===== src/rtl/pixie_pkg.sv =====
// Shared types and constants for the Pixie display DMA responder.
package pixie_pkg;

    // Burst sequencer states: wait for DMAO, present address, capture byte, close line.
    typedef enum logic [1:0] {
        IDLE = 2'd0,
        ADDR = 2'd1,
        DATA = 2'd2,
        LINE = 2'd3
    } dma_state_t;

    // Studio II display window defaults.
    localparam logic [11:0] VRAM_BASE   = 12'h900;
    localparam int          DISP_BYTES  = 8;
    localparam int          DISP_REPEAT = 4;

    // 8-bit increment that sticks at 255 instead of wrapping.
    function automatic logic [7:0] sat_inc8(input logic [7:0] v);
        return (v == 8'hFF) ? v : v + 8'd1;
    endfunction

endpackage


===== src/rtl/pixie_ptr_ctrl.sv =====
// Emulated R0 display pointer, line repetition and frame reload bookkeeping.
module pixie_ptr_ctrl
    import pixie_pkg::*;
#(
    parameter int            AW             = 12,
    parameter int            BYTES_PER_LINE = DISP_BYTES,
    parameter int            LINE_REPEAT    = DISP_REPEAT,
    parameter logic [AW-1:0] RESET_BASE     = AW'(VRAM_BASE)
) (
    input  logic          clk_sys,
    input  logic          reset,
    input  logic [AW-1:0] disp_base,
    input  logic          frame_int,
    input  logic          in_idle,
    input  logic          byte_step,
    input  logic          line_end,
    output logic [AW-1:0] ptr,
    output logic [7:0]    line_cnt
);

    localparam logic [AW-1:0] STEP     = AW'(BYTES_PER_LINE);
    localparam logic [7:0]    REP_LAST = 8'(LINE_REPEAT - 1);

    logic [7:0] rep_cnt;
    logic       pending;
    logic       reload;

    // A frame start reloads at once when idle; mid-burst it is deferred to the
    // end of the line so the current line still reads from the old pointer.
    assign reload = (in_idle & frame_int) | (line_end & (pending | frame_int));

    // Pointer / repeat / line counters; a reload overrides the line rewind.
    always_ff @(posedge clk_sys) begin
        if (reset) begin
            ptr      <= RESET_BASE;
            rep_cnt  <= 8'd0;
            line_cnt <= 8'd0;
            pending  <= 1'b0;
        end else if (reload) begin
            ptr      <= disp_base;
            rep_cnt  <= 8'd0;
            line_cnt <= 8'd0;
            pending  <= 1'b0;
        end else begin
            // Only reachable in ADDR/DATA: remember the frame start for later.
            if (frame_int)
                pending <= 1'b1;
            if (byte_step)
                ptr <= ptr + AW'(1);
            if (line_end) begin
                line_cnt <= sat_inc8(line_cnt);
                if (rep_cnt < REP_LAST) begin
                    // Replay the same row of display data on the next scan line.
                    ptr     <= ptr - STEP;
                    rep_cnt <= rep_cnt + 8'd1;
                end else begin
                    rep_cnt <= 8'd0;
                end
            end
        end
    end

endmodule


===== src/rtl/pixie_dma_responder.sv =====
// Answers Pixie DMAO with a CDP1802-style DMA-out byte burst from VRAM,
// stalling the CPU for the duration of each burst.
module pixie_dma_responder
    import pixie_pkg::*;
#(
    parameter int            AW             = 12,
    parameter int            BYTES_PER_LINE = DISP_BYTES,
    parameter int            LINE_REPEAT    = DISP_REPEAT,
    parameter logic [AW-1:0] RESET_BASE     = AW'(VRAM_BASE)
) (
    input  logic          clk_sys,
    input  logic          reset,
    input  logic          disp_en,
    input  logic [AW-1:0] disp_base,
    input  logic          frame_int,
    input  logic          dma_req,
    output logic [AW-1:0] vram_addr,
    output logic          vram_rd,
    input  logic [7:0]    vram_q,
    output logic [7:0]    pix_data,
    output logic          pix_valid,
    output logic          cpu_wait,
    output logic          busy,
    output logic [7:0]    line_cnt
);

    localparam int BCW = (BYTES_PER_LINE > 1) ? $clog2(BYTES_PER_LINE) : 1;

    dma_state_t     state, state_nxt;
    logic           dma_req_d;
    logic           start_held;
    logic           start;
    logic           go;
    logic [BCW-1:0] byte_cnt;
    logic           last_byte;
    logic           in_idle;
    logic           byte_step;
    logic           line_end;
    logic [AW-1:0]  ptr;

    // A start that collides with a frame reload is parked for one cycle so the
    // burst begins from the freshly loaded base rather than being lost.
    assign start     = dma_req & ~dma_req_d & disp_en;
    assign go        = start | start_held;
    assign last_byte = (byte_cnt == BCW'(BYTES_PER_LINE - 1));

    // State register.
    always_ff @(posedge clk_sys) begin
        if (reset)
            state <= IDLE;
        else
            state <= state_nxt;
    end

    // Next-state: ADDR/DATA alternate per byte, LINE closes the burst.
    always_comb begin
        state_nxt = state;
        case (state)
            IDLE:    if (go && !frame_int) state_nxt = ADDR;
            ADDR:    state_nxt = DATA;
            DATA:    state_nxt = last_byte ? LINE : ADDR;
            LINE:    state_nxt = IDLE;
            default: state_nxt = IDLE;
        endcase
    end

    // State decode for the read strobe and the pointer controller.
    always_comb begin
        vram_rd   = 1'b0;
        in_idle   = 1'b0;
        byte_step = 1'b0;
        line_end  = 1'b0;
        case (state)
            IDLE:    in_idle   = 1'b1;
            ADDR:    vram_rd   = 1'b1;
            DATA:    byte_step = 1'b1;
            LINE:    line_end  = 1'b1;
            default: in_idle   = 1'b1;
        endcase
    end

    assign busy      = ~in_idle;
    assign vram_addr = ptr;

    // Edge register, byte counter, registered pixel output and CPU stall.
    always_ff @(posedge clk_sys) begin
        if (reset) begin
            dma_req_d  <= 1'b0;
            start_held <= 1'b0;
            byte_cnt   <= '0;
            pix_data   <= 8'd0;
            pix_valid  <= 1'b0;
            cpu_wait   <= 1'b0;
        end else begin
            dma_req_d <= dma_req;
            pix_valid <= 1'b0;
            case (state)
                IDLE: begin
                    if (frame_int) begin
                        start_held <= go;
                    end else if (go) begin
                        start_held <= 1'b0;
                        byte_cnt   <= '0;
                        cpu_wait   <= 1'b1;
                    end
                end
                DATA: begin
                    // RAM output is valid here, one clock after the address.
                    pix_data  <= vram_q;
                    pix_valid <= 1'b1;
                    byte_cnt  <= byte_cnt + BCW'(1);
                end
                LINE:    cpu_wait <= 1'b0;
                default: ;
            endcase
        end
    end

    pixie_ptr_ctrl #(
        .AW             (AW),
        .BYTES_PER_LINE (BYTES_PER_LINE),
        .LINE_REPEAT    (LINE_REPEAT),
        .RESET_BASE     (RESET_BASE)
    ) u_ptr (
        .clk_sys   (clk_sys),
        .reset     (reset),
        .disp_base (disp_base),
        .frame_int (frame_int),
        .in_idle   (in_idle),
        .byte_step (byte_step),
        .line_end  (line_end),
        .ptr       (ptr),
        .line_cnt  (line_cnt)
    );

endmodule


===== config.mk =====
export PLATFORM = sky130hd
export DESIGN_NAME = pixie_dma_responder
export DESIGN_NICKNAME = d
export VERILOG_FILES = /design/src/rtl/pixie_pkg.sv /design/src/rtl/pixie_ptr_ctrl.sv /design/src/rtl/pixie_dma_responder.sv
export SDC_FILE = /design/constraint.sdc
export NUM_CORES = 1
export LEC_CHECK = 0
export BUFFER_PORTS_ARGS = -buffer_cell sky130_fd_sc_hd__buf_2
export CORE_MARGIN = 4
export CORE_UTILIZATION = 52
export DETAILED_ROUTE_END_ITERATION = 16
export PLACE_DENSITY = 0.79
export SLEW_MARGIN = 20
export SYNTH_ARGS = -nofsm -noshare
export SYNTH_HDL_FRONTEND = slang
export SYNTH_SLANG_ARGS = --single-unit

===== constraint.sdc =====
create_clock -name clk_sys -period 1.9 [get_ports clk_sys]
set_input_delay 0.095 -clock clk_sys [delete_from_list [all_inputs] [get_ports clk_sys]]
set_output_delay 0.095 -clock clk_sys [all_outputs]
set_load 0.01 [all_outputs]

### Word-level counts from Yosys, hierarchy flattened

Index checks and enable logic that the tools add are counted.
W data, S select, Z words.

* register bits: 46

* add/sub/neg operators: 5
* order comparisons: 1
* equal/unequal tests: 8
* muxes and demuxes: 20
* bitwise operators: 10
* reductions and logical operators: 11

Operators with widths (number)
* $mux W12: 4
* $add A8 B1 Y8 const B: 2
* $add A12 B1 Y12 const B: 1
* $sub A12 B4 Y12 const B: 1
* $eq A8 B8 Y1 const B: 1
* $lt A8 B2 Y1 const B: 1
* $mux W1: 8
* $mux W8: 1
* $pmux W2 S4: 1
* $mux W3: 2
* $ne A2 B2 Y1 const B: 3
* $pmux W3 S2: 1
* $reduce_and A3 Y1: 2
* $reduce_bool A2 Y1: 3
* $and A1 B1 Y1: 4
* $eq A2 B2 Y1 const B: 2
* $mux W2: 2
* $reduce_and A2 Y1: 2
* $add A3 B1 Y3 const B: 1
* $eq A3 B3 Y1 const B: 1
* $not A1 Y1: 3
* $or A1 B1 Y1: 3
* $eq A2 B1 Y1 const B: 1
* $logic_not A2 Y1: 1
* 4 further kinds: 4

### Logic depth before layout (Yosys ltp)

* word-level depth: 7
* depth in mapped cells: 7

### By module

Synthesis repeated with hierarchy kept, for this count alone.

* cell total of the unflattened synthesis: 268
* area total of the unflattened synthesis: 2328.5 um2

By module, submodules not included
* pixie_ptr_ctrl: instances 1, cells an instance 190, area an instance 1656.6 um2, seq. area each 580.6 um2
* pixie_dma_responder: instances 1, cells an instance 78, area an instance 671.9 um2, seq. area each 340.3 um2

### Worst setup path before layout

No wires, ideal clock.

* path kind: reg-to-reg
* start point: reg u_ptr.rep_cnt[0]
* end point: reg u_ptr.ptr[6]
* library setup time: 120 ps
* arrival time: 1480 ps
* data required time: 1780 ps
* setup slack: 301 ps
* stages on the path, launching flop included: 7
* buffers on the path: 0
* path through: dfxtp_1 -> ha_1 -> nor4_4 -> nand3_4 -> o31ai_4 -> nor4b_1 -> a211o_1

* cells in the longest elaborated chain, start to end: 4

RTL lines
* start, declared: RTL line pixie_ptr_ctrl.sv:24 `logic [7:0] rep_cnt;`
* start signal, assigned: RTL line pixie_ptr_ctrl.sv:55 `rep_cnt <= rep_cnt + 8'd1;`
* $lt A8 B2 Y1: RTL line pixie_ptr_ctrl.sv:52 `if (rep_cnt < REP_LAST) begin`
* $mux W12: RTL line pixie_ptr_ctrl.sv:52
* $mux W12: RTL line pixie_ptr_ctrl.sv:50 `if (line_end) begin`
* $mux W12: RTL line pixie_ptr_ctrl.sv:39 `end else if (reload) begin`
* end signal, assigned: RTL line pixie_ptr_ctrl.sv:40 `ptr <= disp_base;`
* end signal, assigned: RTL line pixie_ptr_ctrl.sv:49 `ptr <= ptr + AW'(1);`
* end signal, assigned: RTL line pixie_ptr_ctrl.sv:54 `ptr <= ptr - STEP;`
* end, declared: RTL line pixie_ptr_ctrl.sv:17 `output logic [AW-1:0] ptr,`

Every way passes these cells.
A chain may end at the register's enable or synchronous reset.

### Worst setup path after layout

Ends and elaborated chain as after synthesis.

==> results by group <==
Clock tree
  • Clk root buf: clkbuf_8
  • # H-tree levels: 2
  • TritonCTS Buffers: 5
  • CTS Sinks: 46
  • CTS Buffer Depth: 2
  • Setup repair bufs after CTS: 0
  • CTS resizes: 0
  • Clock Pin Slew Worst Setup and Hold Paths: roughly 80 ps
  • CTS tree: built
  • Worst-Skew Late Latency: about 300 ps

STA
  • Clk_skew: about 2.7 ps
  • Fin Setup TNS: 0 ps
  • Slew Viols, Final: 0
  • Worst-Margin Slew: 518 ps
  • # setup viols final: 0
  • Final worst path period need: approximately 1700 ps
  • Final hold vios: 0
  • Max Clock Freq: roughly 0.58 GHz
  • RSZ-0062 raised after global routing: no
  • Slew HR: 0.655
  • Tcrit/Tclk final: 0.901

Critical path
  • Capture point of the critical path: u_ptr.ptr[6]
  • Setup crit end kind: flip-flop
  • Worst-path cell chain: ha_1, nor4_4, nand3_4, o31ai_4, nor4b_1, a211o_1
  • Worst Path Required: between 2000 and 2500 ps
  • CP startpoint: u_ptr.rep_cnt[0]
  • Worst R2R Start: u_ptr.rep_cnt[0]
  • Max FO, Critical Path: 8
  • R2r setup slk: between 150 and 200 ps
  • Crit start category: flip-flop
  • Slowest CP cell: dfxtp_1
  • CP arrival: between 1500 and 2000 ps
  • Register-to-Register Path Depth: 6
  • Crit path kind: flip-flop to flip-flop
  • FF-to-FF End: u_ptr.ptr[6]
  • Critical path's largest stage delay: around 330 ps

Synth
  • Cell Area, Synth: roughly 2100 µm²
  • Sequential cell area fraction in the yosys report: 0.430
  • Post-synth ARST share: 0
  • Ys Warns: 0
  • #FFs+latches synth: 46
  • Main synth FF type: dfxtp_1
  • Largest area contributor in the netlist: dfxtp_1
  • Synth top area cells: dfxtp_1 (43%), a21oi_1 (5.4%), nand2_1 (5.1%), xnor2_1 (4.5%), nor2_1 (4.4%)
  • Syn Inst Count: between 200 and 250
  • Avg Inst Size Synth: around 8.7 µm²
  • Syn Nets: 277
  • Post-synth EDFFs: 0
  • Number of distinct library cells after synthesis: around 50
  • Top-area cell type share of the netlist area: 0.430

Routing
  • DR iter-0 viols: 120
  • Antenna viol nets, final: 0
  • Drt wl/cell: 13.4 µm
  • Post-Route WL: ~4.7 mm
  • DR vias: 1,917
  • Via/cell ratio: between 5 and 6
  • DRC: 0
  • 1st-pass router iterations: 4

Layout
  • FILL cells: 347
  • Share of cells above drive strength 1: 0.267
  • Multi-input logic area: roughly 1100 µm²
  • Layout area overhead: 20.8%
  • FF+latch area: about 920 µm²
  • Diodes inserted: 0
  • Final Net Count: 334

Power and ir drop
  • Internal power: between 1 and 1.5 mW
  • Worst IR Drop VDD: 0.000444 V
  • Gate power share: 0.115
  • Leak Pwr: about 1.1 nW
  • Register share of total power: 0.553
  • Switching power: between 0.4 and 0.5 mW
  • Cell area power density: around 720 nW/µm²
  • Clock share of power: 0.332
  • Overall Power: between 1.5 and 2 mW
  • Sw frac: 0.258

Die
  • I/O Pins: 57
  • Rows: 23
  • Die ar.: approximately 5200 µm²
  • Die height: ~72 µm
  • Starting density of the core: 0.535
  • Core Region: around 4000 µm²
  • Die width: 72.1 µm

Outcome
  • Status: complete, no violations

Global route
  • Pin count of the biggest net entering global routing: 22
  • Overall Global Routing Usage: 0.195
  • Number of global-route vias before repair: roughly 1,800
  • Initial antenna violation count: 0
  • Gr ovfl total: 0
  • Global-route wire length before repair: between 8 and 9 mm

Place
  • Post-detail-place hpwl: ~3.5 mm
  • Count of input and output buffers: 56
  • GP Congestion: around 0.81

Worst hold path
  • Worst min path class: input pin to flip-flop

Run
  • Max-cap violations: 0
## per-stage QoR
stage          hold WS (ps)   util  cells  setup slack, ps  cell area [µm²]
2_1_floorplan           210      -    245              301             2140
3_3_place_gp            305  0.620    344              239             2480
3_5_place_dp            315  0.620    344              193             2480
4_1_cts                6.53  0.646    353              186             2580
5_1_grt                10.1  0.646    353             78.3             2580
6_report               14.7  0.646    353              189             2580
## registers in the layout (all words and copies together), names as in the netlist
name	cells
start_held	1
u_ptr.ptr	12
u_ptr.line_cnt	8
pix_valid	1
byte_cnt	3
cpu_wait	1
u_ptr.pending	1
state	2
u_ptr.rep_cnt	8
pix_data	8
dma_req_d	1
## worst min-delay path by stage
stage | start | to | slack (ps) | cells after the start
3_3_place_gp | disp_base[7] | u_ptr.ptr[7] | 300 | 3
4_1_cts | disp_base[7] | u_ptr.ptr[7] | 7 | 3
5_1_grt | disp_base[8] | u_ptr.ptr[8] | 10 | 3
3_5_place_dp | disp_base[10] | u_ptr.ptr[10] | 310 | 3
2_1_floorplan | disp_base[10] | u_ptr.ptr[10] | 210 | 2
6_report | disp_base[7] | u_ptr.ptr[7] | 10 | 3
## metal layers
| metal | GRT usage | share of wire | up-vias |
|---|---|---|---|
| met3 | 0.0526 | 0.048 | 6 |
| li1 | - | - | 983 |
| met1 | 0.240 | 0.46 | 895 |
| met5 | 0 | 0 | - |
| met4 | 0.0689 | 0.012 | 0 |
| met2 | 0.325 | 0.48 | 33 |
## cell usage after synthesis (2+ instances only)
library cell	count
dfxtp_1	46
nand2_1	29
nor2_1	25
a21oi_1	23
xnor2_1	11
nand3_1	9
nor3_1	8
ha_1	7
nand4_1	7
and3_1	6
buf_2	6
a22oi_1	5
inv_1	5
o21ai_1	4
and3_2	3
buf_1	3
clkbuf_1	3
nor2b_1	3
nor3b_1	3
nor4_1	3
or3_1	3
a211oi_1	2
and4_1	2
nand2b_1	2
o21ai_0	2
xor2_1	2
## final cells by class
type	instances	share of cell area
multi-input combinational	181	0.441
tap	50	0.0242
clock buffer	6	0.0319
timing repair buffer	63	0.135
clock inverter	2	0.00484
sequential	46	0.356
inverter	5	0.00726
## power by group through the flow
stage / registers [mW] / logic (mW) / clock network (mW)
finish: 1.03 / 0.215 / 0.619
floorplan: 1.05 / 0.123 / 0
detailed placement: 1.05 / 0.214 / 0
global placement: 1.05 / 0.210 / 0
global route: 1.04 / 0.241 / 0.689
CTS: 1.03 / 0.217 / 0.644
## logic make-up (layout without fill, tap and decap cells)
kind of cell    Yosys count  count (layout)  share of synthesized area
simple gates            110             110                      0.272
compound gates           50              50                      0.162
flops                    46              46                      0.430
buf+inv                  18              76                     0.0368
xor+xnor                 13              13                     0.0532
fa+ha+maj                 7               7                     0.0409
mux                       1               1                    0.00468
## critical path, delay by kind of cell (launching register included)
| kind | cells | cell delay [ps] |
|---|---|---|
| simple gates | 3 | 530 |
| fa+ha+maj | 1 | 230 |
| flops | 1 | 330 |
| compound gates | 2 | 530 |
## placed cells by master (no fill, tap or decap), types with 7 or more instances in the layout
cell / Yosys / routed
dfxtp_1: 46 / 46
nand3_1: 9 / 9
ha_1: 7 / 7
nand2_1: 29 / 29
buf_2: 6 / 56
a21oi_1: 23 / 23
nor2_1: 25 / 25
nand4_1: 7 / 7
xnor2_1: 11 / 11
nor3_1: 8 / 8
## repair_timing
action | CTS | global route
endpoints found under the hold margin | 1 | 0
hold buffers | 1 | 0
endpoints found under the setup margin | 0 | 0
Power figures use the tool's default switching activity.
